--- config.mk ---
export PLATFORM = sky130hd
export DESIGN_NAME = qam16_rx_demod
export DESIGN_NICKNAME = d
export VERILOG_FILES = /design/src/rtl/qam16_rx_demod.sv
export SDC_FILE = /design/constraint.sdc
export NUM_CORES = 1
export LEC_CHECK = 0
export CAP_MARGIN = 20
export CORE_MARGIN = 8
export CORE_UTILIZATION = 45
export CTS_BUF_LIST = sky130_fd_sc_hd__clkbuf_8
export CTS_CLUSTER_SIZE = 12
export DETAILED_ROUTE_END_ITERATION = 8
export PLACE_DENSITY_LB_ADDON = 0.2
export SYNTH_ARGS = -nofsm -noshare
export SYNTH_HDL_FRONTEND = slang
export SYNTH_SLANG_ARGS = --single-unit
--- constraint.sdc ---
create_clock -name clk -period 2.2 [get_ports clk]
set_clock_uncertainty 0.05 [all_clocks]
set_input_delay 0.44 -clock clk [delete_from_list [all_inputs] [get_ports clk]]
set_output_delay 0.44 -clock clk [all_outputs]
set_load 0.05 [all_outputs]
--- src/rtl/qam16_rx_demod.sv ---
// QAM-16 receive demodulator: decimate, 4-level slice, Gray demap and PRBS (x^4+x^3+1) checker.
// Optional slicer-error accumulator is built when QAM16_RX_EVM_EN is defined.
module qam16_rx_demod #(
  parameter int unsigned SPS      = 11,
  parameter int unsigned PHASE    = 0,
  parameter int unsigned AMP      = 1,
  parameter int unsigned LOCK_CNT = 8,
  parameter int unsigned LOSS_CNT = 4
) (
  input  logic               clk,
  input  logic               rstn,
  input  logic               in_valid,
  input  logic signed [15:0] din_i,
  input  logic signed [15:0] din_q,
  input  logic               clr_cnt,
  output logic               sym_valid,
  output logic        [3:0]  sym_data,
  output logic signed [2:0]  sym_i,
  output logic signed [2:0]  sym_q,
  output logic               locked,
  output logic        [15:0] err_cnt,
  output logic        [15:0] sym_cnt,
  output logic        [23:0] evm_acc
);

  localparam logic        [3:0]  LastPh   = 4'(SPS - 1);
  localparam logic        [3:0]  PhaseL   = 4'(PHASE);
  localparam logic signed [17:0] Thr      = 18'(2 * AMP);
  localparam logic        [7:0]  LockCntL = 8'(LOCK_CNT);
  localparam logic        [7:0]  LossCntL = 8'(LOSS_CNT);

  typedef enum logic [0:0] {StHunt, StLocked} state_e;

  function automatic logic signed [2:0] slice(input logic signed [17:0] v);
    if (v < -Thr)           return -3'sd3;
    else if (v < 18'sd0)    return -3'sd1;
    else if (v < Thr)       return 3'sd1;
    else                    return 3'sd3;
  endfunction

  function automatic logic [1:0] gray(input logic signed [2:0] lvl);
    logic [1:0] g;
    unique case (lvl)
      -3'sd3:  g = 2'b00;
      -3'sd1:  g = 2'b01;
      3'sd1:   g = 2'b11;
      default: g = 2'b10;
    endcase
    return g;
  endfunction

  function automatic logic [3:0] nxt(input logic [3:0] s);
    return {s[2:0], s[3] ^ s[2]};
  endfunction

  logic        [3:0]  phase_q;
  logic               strobe;
  logic signed [17:0] v_i, v_q;
  logic signed [2:0]  dec_i, dec_q;
  logic        [3:0]  rx_sym;

  logic               sym_valid_q;
  logic        [3:0]  sym_data_q;
  logic signed [2:0]  sym_i_q, sym_q_q;

  state_e             state_q;
  logic               locked_q;
  logic        [3:0]  pred_q;
  logic        [7:0]  good_q, bad_q;
  logic        [7:0]  good_nxt, bad_nxt;
  logic        [15:0] err_cnt_q, err_cnt_d;
  logic        [15:0] sym_cnt_q, sym_cnt_d;

  assign strobe = in_valid && (phase_q == PhaseL);
  assign v_i    = {{2{din_i[15]}}, din_i};
  assign v_q    = {{2{din_q[15]}}, din_q};
  assign dec_i  = slice(v_i);
  assign dec_q  = slice(v_q);
  assign rx_sym = {gray(dec_i), gray(dec_q)};

  always_ff @(posedge clk or negedge rstn) begin
    if (!rstn) begin
      phase_q <= '0;
    end else if (in_valid) begin
      phase_q <= (phase_q == LastPh) ? 4'd0 : phase_q + 4'd1;
    end
  end

  always_ff @(posedge clk or negedge rstn) begin
    if (!rstn) begin
      sym_valid_q <= 1'b0;
      sym_data_q  <= '0;
      sym_i_q     <= '0;
      sym_q_q     <= '0;
    end else begin
      sym_valid_q <= strobe;
      if (strobe) begin
        sym_data_q <= rx_sym;
        sym_i_q    <= dec_i;
        sym_q_q    <= dec_q;
      end
    end
  end

  // Zero is never a valid PRBS state, so it can't count toward lock.
  assign good_nxt = ((rx_sym == pred_q) && (rx_sym != 4'd0)) ? good_q + 8'd1 : 8'd0;
  assign bad_nxt  = bad_q + 8'd1;

  // Checker state advances on the strobe edge, so locked moves together with sym_valid.
  always_ff @(posedge clk or negedge rstn) begin
    if (!rstn) begin
      state_q  <= StHunt;
      locked_q <= 1'b0;
      pred_q   <= '0;
      good_q   <= '0;
      bad_q    <= '0;
    end else if (strobe) begin
      unique case (state_q)
        StHunt: begin
          pred_q <= nxt(rx_sym);
          good_q <= good_nxt;
          if (good_nxt == LockCntL) begin
            state_q  <= StLocked;
            locked_q <= 1'b1;
            bad_q    <= '0;
          end
        end
        StLocked: begin
          pred_q <= nxt(pred_q);
          if (rx_sym == pred_q) begin
            bad_q <= '0;
          end else begin
            bad_q <= bad_nxt;
            if (bad_nxt == LossCntL) begin
              state_q  <= StHunt;
              locked_q <= 1'b0;
              good_q   <= '0;
            end
          end
        end
        default: state_q <= StHunt;
      endcase
    end
  end

  always_comb begin
    err_cnt_d = err_cnt_q;
    sym_cnt_d = sym_cnt_q;
    if (clr_cnt) begin
      err_cnt_d = '0;
      sym_cnt_d = '0;
    end else if (strobe && (state_q == StLocked)) begin
      if (sym_cnt_q != '1) sym_cnt_d = sym_cnt_q + 16'd1;
      if ((rx_sym != pred_q) && (err_cnt_q != '1)) err_cnt_d = err_cnt_q + 16'd1;
    end
  end

  always_ff @(posedge clk or negedge rstn) begin
    if (!rstn) begin
      err_cnt_q <= '0;
      sym_cnt_q <= '0;
    end else begin
      err_cnt_q <= err_cnt_d;
      sym_cnt_q <= sym_cnt_d;
    end
  end

`ifdef QAM16_RX_EVM_EN
  localparam logic signed [17:0] AmpS = 18'(AMP);

  logic signed [17:0] ref_i, ref_q, diff_i, diff_q;
  logic        [17:0] abs_i, abs_q;
  logic        [23:0] evm_sum;
  logic        [24:0] evm_wide;
  logic        [23:0] evm_q, evm_d;

  assign ref_i    = AmpS * {{15{dec_i[2]}}, dec_i};
  assign ref_q    = AmpS * {{15{dec_q[2]}}, dec_q};
  assign diff_i   = v_i - ref_i;
  assign diff_q   = v_q - ref_q;
  assign abs_i    = diff_i[17] ? 18'(-diff_i) : 18'(diff_i);
  assign abs_q    = diff_q[17] ? 18'(-diff_q) : 18'(diff_q);
  assign evm_sum  = {6'd0, abs_i} + {6'd0, abs_q};
  assign evm_wide = {1'b0, evm_q} + {1'b0, evm_sum};

  always_comb begin
    evm_d = evm_q;
    if (clr_cnt) begin
      evm_d = '0;
    end else if (strobe) begin
      evm_d = evm_wide[24] ? 24'hFF_FFFF : evm_wide[23:0];
    end
  end

  always_ff @(posedge clk or negedge rstn) begin
    if (!rstn) begin
      evm_q <= '0;
    end else begin
      evm_q <= evm_d;
    end
  end

  assign evm_acc = evm_q;
`else
  assign evm_acc = '0;
`endif

  assign sym_valid = sym_valid_q;
  assign sym_data  = sym_data_q;
  assign sym_i     = sym_i_q;
  assign sym_q     = sym_q_q;
  assign locked    = locked_q;
  assign err_cnt   = err_cnt_q;
  assign sym_cnt   = sym_cnt_q;

endmodule

== Word level (Yosys, flattened, before mapping) ==
Cells that the tools add are included.
Cells by class
  magnitude comparators: 6
  add/sub/neg operators: 5
  mux-type cells: 31
  equal/unequal tests: 16
  reduce and logical (&&, ||, !) cells: 14
  bitwise gates (word level): 3
Operator list (number)
  2-to-1 mux 16 bit: 6
  2-to-1 mux 8 bit: 5
  adder 16 x 1 -> 16 bit (second input constant): 2
  < comparator 16 x 1 -> 1 bit (second input constant): 2
  < comparator 16 x 2 -> 1 bit (second input constant): 2
  < comparator 16 x 3 -> 1 bit (second input constant): 2
  inequality test 16 bit (second input constant): 2
  one-hot mux 8 bit (2 select lines): 2
  adder 8 x 1 -> 8 bit (second input constant): 2
  equality test 3 bit (second input constant): 4
  2-to-1 mux 3 bit: 4
  one-hot mux 2 bit (3 select lines): 2
  equality test 8 x 3 -> 1 bit (second input constant): 1
  equality test 8 x 4 -> 1 bit (second input constant): 1
  one-hot mux 4 bit (2 select lines): 1
  equality test 3 x 1 -> 1 bit (second input constant): 2
  2-to-1 mux 1 bit: 6
  AND reduction 2 bit: 3
  nonzero test 2 bit: 3
  adder 4 x 1 -> 4 bit (second input constant): 1
  equality test 4 bit: 1
  equality test 4 bit (second input constant): 1
  logical AND 1 bit: 4
  zero test 4 bit: 1
  11 further kinds: 15
Storage, ports and cells
  output and inout bits: 68
  input port bits: 36
  logic and storage cells: 87
  register bits: 69

== Depth between registers and ports, before layout ==
  depth in word-level cells: 12
  gate-level depth with buffers: 13
  gate-level depth less buffers: 12

== Least setup slack after synthesis ==
OpenSTA, ideal clock, no wires.
  path kind: input to register
  from: input din_q[8]
  to: register bad_q[7]
  library setup time: 0.126 ns
  buffers on the path: 1
  stages: 12
  arrival: 3.566 ns
  slack: -1.542 ns
  required time: 2.024 ns
  path through: nand4_1 -> or4_1 -> ha_1 -> a41o_1 -> ha_1 -> xor2_1 -> nor4_1 -> and3_1 -> nand4_1 -> and2_0 -> clkbuf_1 -> a221o_1
Between the ends
  word-level cells in the longest chain between the ends: 12
  elaborated cells on any way between the ends: 19
RTL lines
  start, declared: RTL line 14  | input logic signed [15:0] din_q,
  < comparator 16 x 3 -> 1 bit: RTL line 37  | else if (v < Thr) return 3'sd1;
  2-to-1 mux 2 bit: RTL line 37
  2-to-1 mux 3 bit: RTL line 36  | else if (v < 18'sd0) return -3'sd1;
  2-to-1 mux 3 bit (*): RTL line 35  | if (v < -Thr) return -3'sd3;
  equality test 3 x 1 -> 1 bit / equality test 3 bit (equally long branches): RTL line 43  | unique case (lvl)
  one-hot mux 2 bit (3 select lines) (*): RTL line 43
  via rx_sym[0]: RTL line 60  | logic [3:0] rx_sym;
  equality test 4 bit / nonzero test 4 bit (equally long branches): RTL line 106, 130
  logical AND 1 bit: RTL line 106  | assign good_nxt = ((rx_sym == pred_q) && (rx_sym != 4'd0)) ? good_q + 8'd1 : 8'd0;
  2-to-1 mux 8 bit: RTL line 106
  equality test 8 x 4 -> 1 bit: RTL line 122  | if (good_nxt == LockCntL) begin
  inequality test 2 bit (no line)
  AND reduction 2 bit (no line)
  end signal, assigned: RTL line 133  | bad_q <= bad_nxt;
  end, declared: RTL line 69  | logic [7:0] good_q, bad_q;
Mark *: on every way through the listed nets, which the timed path passes. The rest lies on a longest branch.
A chain may end at the register's enable or synchronous reset.

== Worst setup path in the final report ==
  from: input din_i[8]
  to: register bad_q[7]
Between the ends
  word-level cells in the longest chain between the ends: 12
  elaborated cells on any way between the ends: 19
RTL lines
  start, declared: RTL line 13  | input logic signed [15:0] din_i,
  < comparator 16 x 3 -> 1 bit: RTL line 37
  2-to-1 mux 2 bit: RTL line 37
  2-to-1 mux 3 bit: RTL line 36
  2-to-1 mux 3 bit (*): RTL line 35
  equality test 3 x 1 -> 1 bit / equality test 3 bit (equally long branches): RTL line 43
  one-hot mux 2 bit (3 select lines) (*): RTL line 43
  via rx_sym[2]: RTL line 60
  equality test 4 bit / nonzero test 4 bit (equally long branches): RTL line 106, 130
  logical AND 1 bit: RTL line 106
  2-to-1 mux 8 bit: RTL line 106
  equality test 8 x 4 -> 1 bit: RTL line 122
  inequality test 2 bit (no line)
  AND reduction 2 bit (no line)
Marks and branches as above.

==> metrics <==
outcome complete, but fails checks; failing checks negative setup slack; vias in the first global route 3526; ys async rst share 100%; clock root cell clkbuf_8; Slew Limit Headroom between 40% and 50%; drt pass-1 iters 5; setup tns final -27.28 ns; maximum vdd drop roughly 670 uV; synth unique cells between 50 and 60; CP cell instances buf_6, nand4_1, or4_4, ha_4, a41oi_4, inv_2, ha_4, xor2_2, nor4_2, and3_1, nand4_1, and2_4, a221o_1; CP startpoint din_i[8]; first-pass GRT wire length 16300 um; Layout area overhead 46.4%; Ys Warns 0; Skew-Pair Late Insertion Delay 0.35 ns; share of cells above drive strength 1 a little under a third; Syn Inst Count roughly 420; H-tree Lvls 3; Core Rows 33; Hold Slack 0.0457 ns; total track usage roughly 17%; Seq/Total Area, Yosys approximately 44%; Fillers 651; RSZ-0062 raised after global routing true; post-DP HPWL roughly 6700 um; final instance area approximately 5600 um^2; Post-DRT Antenna Nets 0; Post-Layout Cell Count roughly 660; Internal 2590 uW; post-route minimum period 3.05 ns; final slew viol count 0; Switching Fraction around a third; initial antenna violation count 0; Setup Viol. Count Final 50; Worst Max-Slew Pin Slew 0.762 ns; commonest non-fill, non-tap cell in the layout dfrtp_1; Core Footprint roughly 8300 um^2; drt wl/cell 15.5 um; Comb pwr share 30.7%; Sink Count about 70; Final Cycle Share 139%; DR vias around 3600; multi-input logic area between 2000 and 2500 um^2; Worst-path clk slew about 0.070 ns; top_reg_cell synth dfrtp_1; pin count of the biggest net entering global routing 69; CP peak stage delay roughly 0.57 ns; Vias/cell 5.43; Initial Util a little under half; Worst R2R Path Depth 6; Final Hold Fails 0; WL final a little over 10000 um; reg2reg setup slack -0.22 ns; critical path arrival approximately 3.2 ns; CP max FO 7; Required @ worst endpoint 2.39 ns; Sequential Power Share between 30% and 40%; IO Port Bufs 77; post-layout net count 591; DRT iter0 DRCs 141; cts-stage hold buffer count 0; CTS Buf Count 9; slowest CP cell or4_4; most frequent cells in the layout dfrtp_1 (68), nand2_1 (44), buf_4 (41); P_sw 1350 uW; Die Y-Extent 109 um; MaxCap Viol Count 0; die width 109 um; Setup crit end kind flop; grt ovf 0; clock power share a little under a third; Pleak 0.00254 uW; worst r2r src phase_q[2]$_DFFE_PN0P_; clock buffer depth 2; n_diodes 0; mapped cell area 3850 um^2; Avg Inst Size Synth between 9 and 10 um^2; Setup CP Type in -> reg; DRC 0; CTS tree done; Post-synth EDFFs 0; final worst slack -0.849 ns; Pwr Density approximately 700 nW/um^2; flops & latches, synth ~70; Placed Area between 4000 and 5000 um^2; Max Fclk between 300 and 400 MHz; critical path startpoint category input pin; RD Place Congestion ~0.83; Hold WC Path Type in -> async; placed cells slightly above 600; die area about 12000 um^2; I/O pin cnt 104; FF/Latch Area 1700 um^2
## per-stage QoR
stage | setup slack (ns) | power, uW | util, %
after floorplan | -1.22 | 2270 | -
after global placement | -1.75 | 2650 | 59.6
after detailed placement | -1.79 | 2660 | 59.6
after CTS | -0.888 | 3930 | 66.2
after global routing | -0.966 | 4120 | 68.3
final | -0.849 | 3940 | 68.3
## critical path, delay by kind of cell
family | cells | cell delay, ns
simple gates | 6 | 1.52
compound gates | 2 | 0.50
fa+ha+maj | 2 | 0.49
buf+inv | 2 | 0.14
xor+xnor | 1 | 0.14
## cells by family after synthesis
family | after synthesis | share of synthesized area [%]
buffers and inverters | 51 | 7.92
AO/OA/AOI/OAI | 65 | 11.1
multiplexers | 7 | 1.85
adder cells (fa/ha/maj) | 9 | 2.92
other | 1 | 0.0973
AND/OR/NAND/NOR | 186 | 24.9
XOR/XNOR | 31 | 7.05
flip-flops | 68 | 44.2
## flip-flops by register name, indices dropped and copies added (netlist names), 3 cells and up
register and count:
bad_q 8, sym_data 4, err_cnt 16, pred_q 4, phase_q 4, sym_i 3, good_q 8, sym_cnt 16
## Yosys cell counts, drive strengths merged (8+ instances only)
master / number / area (um^2)
dfrtp: 68 / 1700
nand2: 51 / 191
buf: 30 / 225
nor2: 30 / 115
nand3: 25 / 125
o21ai: 25 / 125
xor2: 25 / 219
a21oi: 16 / 80.1
nand4: 16 / 100
nor3: 14 / 70.1
nor4: 14 / 93.8
clkbuf: 10 / 37.5
inv: 10 / 37.5
ha: 9 / 113
and3: 8 / 50.1
## what timing repair did
item                       in CTS  in global routing
setup buffers                  15                  6
pin swaps                      56                 30
setup endpoints to repair      54                 55
gates resized for setup       176                 54
gates cloned                    2                  0
## power groups by stage
| stage | Combinational (uW) | Clock, uW | Sequential [uW] |
|---|---|---|---|
| after CTS | 1190 | 1220 | 1520 |
| final | 1210 | 1210 | 1520 |
| after global routing | 1300 | 1290 | 1540 |
| after global placement | 1120 | 0 | 1530 |
| after floorplan | 465 | 0 | 1800 |
| after detailed placement | 1130 | 0 | 1530 |
## cell type report
type	instances	share of cell area, %
multi-input combinational	323	41.6
sequential	68	30.2
timing repair buffer	133	21.0
clock buffer	12	2.93
tap	105	2.33
clock inverter	4	1.24
inverter	11	0.754
## routing by layer
metal  share of wire [%]  wire (um)  up-vias  track usage, %
li1                    -          -     1701               -
met1                  43       4390     1724            20.6
met2                  48       4910      121            28.2
met3                 7.1        727       13            5.23
met4                 1.5        153        0            5.96
met5                   0          0        -               0
## path summary, 6_finish.rpt
kind,to
max,bad_q[7]$_DFFE_PN0P_
min,sym_cnt[13]$_DFFE_PN0P_
max reg2reg,err_cnt[6]$_DFFE_PN0P_
min reg2reg,sym_data[1]$_DFFE_PN0P_
max in group asynchronous,sym_i[1]$_DFFE_PN0P_
min in group clk,sym_data[1]$_DFFE_PN0P_
(Power assumes the default switching activity.)
